--- src/rtl/present16_dec_ctrl.sv ---
// Iterative PRESENT-16 decryption round controller: whiten with K[ROUNDS+1], then ROUNDS inverse rounds.
// Optional abort input is enabled by defining PRESENT16_DEC_ABORT_EN.
module present16_dec_ctrl #(
    parameter int ROUNDS = 15,
    parameter int RKI_W  = 5
) (
    input  logic             clk,
    input  logic             rst,
    input  logic             in_valid,
    output logic             in_ready,
    input  logic [15:0]      in_data,
    output logic [RKI_W-1:0] rk_idx,
    input  logic [15:0]      rk_in,
    output logic             out_valid,
    input  logic             out_ready,
    output logic [15:0]      out_data,
    output logic             busy
`ifdef PRESENT16_DEC_ABORT_EN
    ,
    input  logic             abort
`endif
);

    typedef enum logic [1:0] {
        S_IDLE   = 2'd0,
        S_WHITEN = 2'd1,
        S_ROUND  = 2'd2,
        S_DONE   = 2'd3
    } state_t;

    localparam logic [RKI_W-1:0] LP_RK_LAST = RKI_W'(ROUNDS + 1);
    localparam logic [RKI_W-1:0] LP_CNT_INIT = RKI_W'(ROUNDS);

    state_t            r_fsm;
    state_t            w_fsm_nxt;
    logic [15:0]       r_state;
    logic [RKI_W-1:0]  r_cnt;
    logic [15:0]       w_round;
    logic              w_abort;

`ifdef PRESENT16_DEC_ABORT_EN
    assign w_abort = abort;
`else
    assign w_abort = 1'b0;
`endif

    // Inverse pLayer: out[i] = in[4*i mod 15], bit 15 is fixed.
    function automatic logic [15:0] pinv(input logic [15:0] x);
        logic [15:0] y;
        y[15] = x[15];
        for (int i = 0; i < 15; i++) begin
            y[4'(i)] = x[4'((4 * i) % 15)];
        end
        return y;
    endfunction

    function automatic logic [3:0] sinv4(input logic [3:0] n);
        logic [3:0] r;
        case (n)
            4'h0: r = 4'h5;
            4'h1: r = 4'hE;
            4'h2: r = 4'hF;
            4'h3: r = 4'h8;
            4'h4: r = 4'hC;
            4'h5: r = 4'h1;
            4'h6: r = 4'h2;
            4'h7: r = 4'hD;
            4'h8: r = 4'hB;
            4'h9: r = 4'h4;
            4'hA: r = 4'h6;
            4'hB: r = 4'h3;
            4'hC: r = 4'h0;
            4'hD: r = 4'h7;
            4'hE: r = 4'h9;
            default: r = 4'hA;
        endcase
        return r;
    endfunction

    function automatic logic [15:0] sbox_layer_inv(input logic [15:0] x);
        return {sinv4(x[15:12]), sinv4(x[11:8]), sinv4(x[7:4]), sinv4(x[3:0])};
    endfunction

    assign w_round = sbox_layer_inv(pinv(r_state)) ^ rk_in;

    always_ff @(posedge clk) begin
        if (rst) begin
            r_fsm <= S_IDLE;
        end else begin
            r_fsm <= w_fsm_nxt;
        end
    end

    always_comb begin
        w_fsm_nxt = r_fsm;
        case (r_fsm)
            S_IDLE:   if (in_valid) w_fsm_nxt = S_WHITEN;
            S_WHITEN: w_fsm_nxt = w_abort ? S_IDLE : S_ROUND;
            S_ROUND: begin
                if (w_abort)           w_fsm_nxt = S_IDLE;
                else if (r_cnt == 'd1) w_fsm_nxt = S_DONE;
            end
            default:  if (w_abort || out_ready) w_fsm_nxt = S_IDLE;
        endcase
    end

    always_comb begin
        in_ready  = 1'b0;
        out_valid = 1'b0;
        busy      = 1'b0;
        rk_idx    = '0;
        case (r_fsm)
            S_IDLE:   in_ready = 1'b1;
            S_WHITEN: begin
                busy   = 1'b1;
                rk_idx = LP_RK_LAST;
            end
            S_ROUND: begin
                busy   = 1'b1;
                rk_idx = r_cnt;
            end
            default:  out_valid = 1'b1;
        endcase
    end

    // Round datapath; abort clears the block so nothing stale can leak out.
    always_ff @(posedge clk) begin
        if (rst) begin
            r_state <= '0;
            r_cnt   <= '0;
        end else begin
            case (r_fsm)
                S_IDLE: begin
                    if (in_valid) r_state <= in_data;
                end
                S_WHITEN: begin
                    if (w_abort) begin
                        r_state <= '0;
                        r_cnt   <= '0;
                    end else begin
                        r_state <= r_state ^ rk_in;
                        r_cnt   <= LP_CNT_INIT;
                    end
                end
                S_ROUND: begin
                    if (w_abort) begin
                        r_state <= '0;
                        r_cnt   <= '0;
                    end else begin
                        r_state <= w_round;
                        r_cnt   <= r_cnt - 1'b1;
                    end
                end
                default: begin
                    if (w_abort) begin
                        r_state <= '0;
                        r_cnt   <= '0;
                    end
                end
            endcase
        end
    end

    assign out_data = r_state;

endmodule

--- config.mk ---
export PLATFORM = sky130hd
export DESIGN_NAME = present16_dec_ctrl
export DESIGN_NICKNAME = d
export VERILOG_FILES = /design/src/rtl/present16_dec_ctrl.sv
export SDC_FILE = /design/constraint.sdc
export NUM_CORES = 1
export LEC_CHECK = 0
export CAP_MARGIN = 20
export CORE_ASPECT_RATIO = 0.75
export CORE_MARGIN = 2
export CORE_UTILIZATION = 47
export DETAILED_ROUTE_END_ITERATION = 8
export PLACE_DENSITY = 0.89
export SLEW_MARGIN = 20
export SYNTH_ARGS = -nofsm -noshare
export SYNTH_HDL_FRONTEND = slang
export SYNTH_SLANG_ARGS = --single-unit
--- constraint.sdc ---
create_clock -name clk -period 1.92 [get_ports clk]
set_input_delay 0.384 -clock clk [delete_from_list [all_inputs] [get_ports clk]]
set_output_delay 0.384 -clock clk [all_outputs]
set_load 0.02 [all_outputs]
==> flow_summary.ini, run 1 <==
[timing]
hold_violations = 0
fin_skew_ns = 0.00703
rsz0062_at_grt = true
worst_pin_slew_ns = 0.364
finalCritPeriodShare_pct = 95.8
slew_violations = 0
fmax_mhz = 543
whs_ns = 0.483
finalSetupViolations = 0
maxSlewHeadroom_pct = 75.7
worst_slack_ns = 0.0801
period_minus_slack_ns = 1.84

[setup_path]
critical_path_class = reg -> out
critPathMaxFanout = 13
path_cells = inv_1, ha_1, buf_6, clkdlybuf4s15_2
cp-start-kind = register
endpoint_kind = output port
crit_path_top_delay_cell = dfxtp_2
cp_slowest_stage_delay_ns = 0.35
required_ns = 1.54
worstPathArrival_ns = 1.46

[final_layout]
antenna_cells = 0
area_delta_synth_final_pct = 44.0
drive_gt1_share_pct = 13.7
fillCellCount = 326
post-route-util_pct = 69.7
fin_area_mm2 = 0.00279
nets = 355

[status]
status = finished clean

[placed_design]
portBuffers = 59
routabilityCongestion = 0.825
dpl_cell_area_mm2 = 0.00268
dp_worst_setup_slack_ns = -0.145
dpl.hpwl_um = 4000

[worst_hold_path]
hold_path.class = reg -> reg

[yosys]
synth_edf_count = 0
netlist_area_mm2 = 0.00194
syn-num-nets = 282
avgSynthCellArea_um2 = 8.08
syn_inst = 240
synth_flop_cell = dfxtp_1
yosysWarnings = 0
ys_seq_area_share_pct = 34.1
yosysUniqueCellTypes = 42
ys_seq_elements = 33
async_flop_share_pct = 0

[clock_tree]
tritoncts = done
cts.sinks = 33
ctsHoldBuffers = 0
clkLatencyLatePin_ns = 0.29
path_clk_slew_ns = 0.06
cts_buffers = 5
htreeDepth = 2
clockBufferDepth = 2
clk_root_buffer_cell = clkbuf_8

[floorplan]
core_area_mm2 = 0.00400
die-width_um = 78.2
start_util_pct = 48.4
die_h_um = 59.6
die-area_mm2 = 0.00466
io_pins = 60
num_rows = 20

[grt]
grtUsageTotal_pct = 25.5
grt_pass1_wl_um = 9110
grt_pass1_vias = 1951
grt_overflow = 0
grt_max_degree = 27
antenna_found_initial = 0

[detailed_routing]
finalWirelength_um = 5530
first_iter_violations = 141
vias = 2030
ant_nets = 0
drc_errors = 0
vias_per_cell = 5.52
wl_per_cell_um = 15.0
first_pass_iters = 4

[power_and_ir_drop]
power.total_mw = 5.10
power_leakage_nw = 1.21
irDropWorstVdd_mv = 1.23
p_per_area_mw_per_mm2 = 1830

[job]
maxCapViolCount = 0
==> worst max-delay path: cells and delay by family (launching register included) <==
family                     cells  cell delay [ns]
adders and majority gates      1             0.32
buffers and inverters          3             0.51
DFF                            1             0.35
==> kinds of logic after synthesis <==
kind of cell / after synthesis / synth area share [%]
buffers and inverters: 31 / 7.55
AOI/OAI and AO/OA: 67 / 25.1
DFF: 33 / 34.1
xor gates and xnor gates: 22 / 9.94
and+or+nand+nor: 79 / 18.4
muxes: 2 / 1.03
adders and majority gates: 6 / 3.87
==> path summary, 6_finish.rpt <==
| check | startpoint | end | slack [ns] | depth (start not counted) |
|---|---|---|---|---|
| worst min register to register | r_cnt[4] | r_cnt[4] | 0.48 | 2 |
| worst max register to register | r_fsm[1] | register | 0.10 | 8 |
| worst min-delay path | r_cnt[4] | r_cnt[4] | 0.48 | 2 |
| worst max-delay path | r_fsm[1] | busy | 0.08 | 4 |
==> timing repair <==
| action | in CTS | in global routing |
|---|---|---|
| setup buffers | 0 | 0 |
| gates resized for setup | 13 | 10 |
| endpoints found under the setup margin | 10 | 16 |
==> cell usage after synthesis, types with 5 or more instances <==
cell type | instances | area [µm²]
and2_1 | 5 | 31.3
ha_1 | 6 | 75.1
or3_1 | 6 | 37.5
a221oi_1 | 6 | 52.6
inv_1 | 14 | 52.6
o211ai_1 | 7 | 52.6
clkbuf_1 | 6 | 22.5
o21ai_0 | 5 | 25.0
a211oi_1 | 5 | 37.5
nand2_1 | 29 | 109
a22oi_1 | 6 | 45.0
dfxtp_1 | 33 | 661
a21oi_1 | 16 | 80.1
nor2_1 | 26 | 97.6
buf_2 | 9 | 45.0
xor2_1 | 22 | 193
==> area by class of cell <==
type	count	area, µm²	share of cell area, %
clock buffer	7	86.3	3.09
inverter	14	52.6	1.88
multi-input combinational	176	1140	40.8
sequential	33	662	23.7
tap	55	68.8	2.47
timing repair buffer	83	782	28.0
==> metal layers <==
| metal | wire length (µm) | up-vias | share of wire, % | track usage (%) |
|---|---|---|---|---|
| met5 | 0 | - | 0 | 0 |
| met4 | 111 | 0 | 2.0 | 10.8 |
| met3 | 389 | 12 | 7.0 | 5.64 |
| met2 | 2580 | 82 | 47 | 42.2 |
| met1 | 2450 | 952 | 44 | 32.6 |
| li1 | - | 984 | - | - |
==> placed cells by master, fill, tap and decap left out, drive strengths merged, types with 2 or more instances in the layout <==
cell type,instances
clkdlybuf4s50,51
dfxtp,33
nand2,29
nor2,26
buf,25
xor2,22
a21oi,17
inv,14
o211ai,7
a22oi,7
clkbuf,7
or3,6
a221oi,6
ha,6
and2,5
a211oi,5
o21ai,5
dlygate4sd2,5
nor3,4
a21o,3
a31o,3
a211o,2
nand3,2
mux2i,2
o31ai,2
a221o,2
o2bb2ai,2
nor2b,2
or2,2
==> per-stage QoR <==
step | cells | TNS, ns
floorplan | 240 | 0
global placement | 361 | -0.742
detailed placement | 361 | -1.23
CTS | 368 | -0.146
global route | 368 | -0.0132
finish | 368 | 0
==> where the power goes <==
| part | internal (mW) | switching [mW] | total, mW | leakage [nW] |
|---|---|---|---|---|
| registers | 1.02 | 0.309 | 1.33 | 0.273 |
| clock network | 0.284 | 0.248 | 0.532 | 0.0443 |
| logic | 1.53 | 1.70 | 3.23 | 0.897 |
Note: power is estimated with default switching activity, not from simulation.
==> inputs of run 2 (changes only) <==
- CORE_MARGIN: 2 -> unset
==> run 2 against run 1 <==
Effect of this change:
- power about the same
- worst hold slack gained 0.0053 ns
- setup slack lost 0.046 ns
- highest routed layer unchanged
- utilization grew 3.3 points
- critical path depth unchanged
- largest power group unchanged
- cell count decreased by 1.4%
- non-clock buffer count down 3
- sequential share of layout area grew 0.083 points
- routed wire length shrank 2.4%
==> flow_summary.ini, run 2 (same netlist as run 1, synthesis figures left out) <==
[status]
status = finished clean

[detailed_routing]
first_iter_violations = 232
vias = 2025
finalWirelength_um = 5400
ant_nets = 0
drc_errors = 0
vias_per_cell = 5.58
wl_per_cell_um = 14.9
first_pass_iters = 5

[setup_path]
path_cells = inv_1, ha_1, buf_6, clkdlybuf4s15_2
cp_slowest_stage_delay_ns = 0.36
crit_path_top_delay_cell = dfxtp_1
required_ns = 1.54
critPathMaxFanout = 18
endpoint_kind = output port
worstRegToRegCells = 7
critical_path_class = reg -> out
cp-start-kind = register
worstPathArrival_ns = 1.50

[final_layout]
most-common-layout-cells = clkdlybuf4s50_1 (51), dfxtp_1 (33), nand2_1 (29)
nets = 352
layout_commonest_cell = clkdlybuf4s50_1
drive_gt1_share_pct = 14.5
multi_input_area_mm2 = 0.00115
regArea_um2 = 661
area_delta_synth_final_pct = 43.3
post-route-util_pct = 73.0
antenna_cells = 0
fillCellCount = 311

[grt]
grt_max_degree = 22
grtUsageTotal_pct = 25.7
grt_pass1_wl_um = 8760
antenna_found_initial = 0
grt_overflow = 0
grt_pass1_vias = 1840

[floorplan]
io_pins = 60
die-width_um = 76.2
start_util_pct = 51.0
die_h_um = 57.6
core_area_mm2 = 0.00380
num_rows = 19
die-area_mm2 = 0.00439

[timing]
whs_ns = 0.488
fin_skew_ns = 0.00506
worst_pin_slew_ns = 0.412
fmax_mhz = 530
maxSlewHeadroom_pct = 72.6
slew_violations = 0
hold_violations = 0
finalSetupViolations = 0
rsz0062_at_grt = true
finalCritPeriodShare_pct = 98.2
period_minus_slack_ns = 1.89

[clock_tree]
clockBufferDepth = 2
cts_buffers = 5
clkLatencyLatePin_ns = 0.30
path_clk_slew_ns = 0.07
cts.sinks = 33
htreeDepth = 2
clk_root_buffer_cell = clkbuf_8
cts_setup_buffers = 0
ctsHoldBuffers = 0
tritoncts = done

[placed_design]
portBuffers = 59
routabilityCongestion = 0.855
dpl.hpwl_um = 3970

[power_and_ir_drop]
power.internal_mw = 2.84
power_leakage_nw = 1.19
clockPowerShare_pct = 11.6
irDropWorstVdd_mv = 1.15
p_sw_share_pct = 44.4
p_comb_share_pct = 62.3
switchingPower_mw = 2.26
p_per_area_mw_per_mm2 = 1840
seq_power_share_pct = 26.2

[worst_hold_path]
hold_path.class = reg -> reg
hold_depth = 2

[job]
maxCapViolCount = 0
==> run 2: power by group through the flow <==
stage	registers (mW)	clock network [mW]	logic, mW
2_1_floorplan	1.48	0	1.81
3_3_place_gp	1.33	0	2.96
3_5_place_dp	1.34	0	3.05
4_1_cts	1.33	0.593	3.05
5_1_grt	1.37	0.621	3.43
6_report	1.33	0.589	3.17
==> run 2: critical path, delay by kind of cell, from the launching register on <==
kind,cells,cell delay (ns)
buffers and inverters,3,0.54
adders and majority gates,1,0.31
DFF,1,0.36
==> run 2: timing repair <==
action,4_1_cts,5_1_grt
endpoints found under the hold margin,0,0
resized for setup,12,17
endpoints found under the setup margin,7,20
==> run 2: final cells by class <==
cell class                      instances  share of cell area [%]
Inverter                               14                    1.89
Clock inverter                          1                   0.180
Multi-Input combinational cell        176                    41.4
Tap cell                               52                    2.34
Timing Repair Buffer                   80                    26.9
Sequential cell                        33                    23.8
Clock buffer                            7                    3.47
==> run 2: per-layer routing <==
metal	vias up	GRT usage (%)	part of all wire, %
met5	-	0	0
met4	0	11.3	2.4
met3	14	6.77	8.4
met2	98	40.9	45
met1	936	33.6	44
li1	977	-	-
==> run 2: worst paths after layout <==
kind               start  slack [ns]          end
max             r_fsm[1]        0.03         busy
min          out_data[6]        0.49  out_data[6]
max reg2reg     r_fsm[0]        0.09     register
min reg2reg  out_data[6]        0.49  out_data[6]
==> run 2: stage by stage <==
step	setup TNS, ns	area, µm²	power [mW]	setup WS, ns	instances
2_1_floorplan	0	1940	3.29	0.0523	240
3_3_place_gp	-0.373	2660	4.28	-0.0709	355
3_5_place_dp	-0.904	2660	4.39	-0.112	355
4_1_cts	0	2760	4.97	0.00182	363
5_1_grt	-0.0197	2780	5.43	-0.0197	363
6_report	0	2780	5.10	0.0337	363
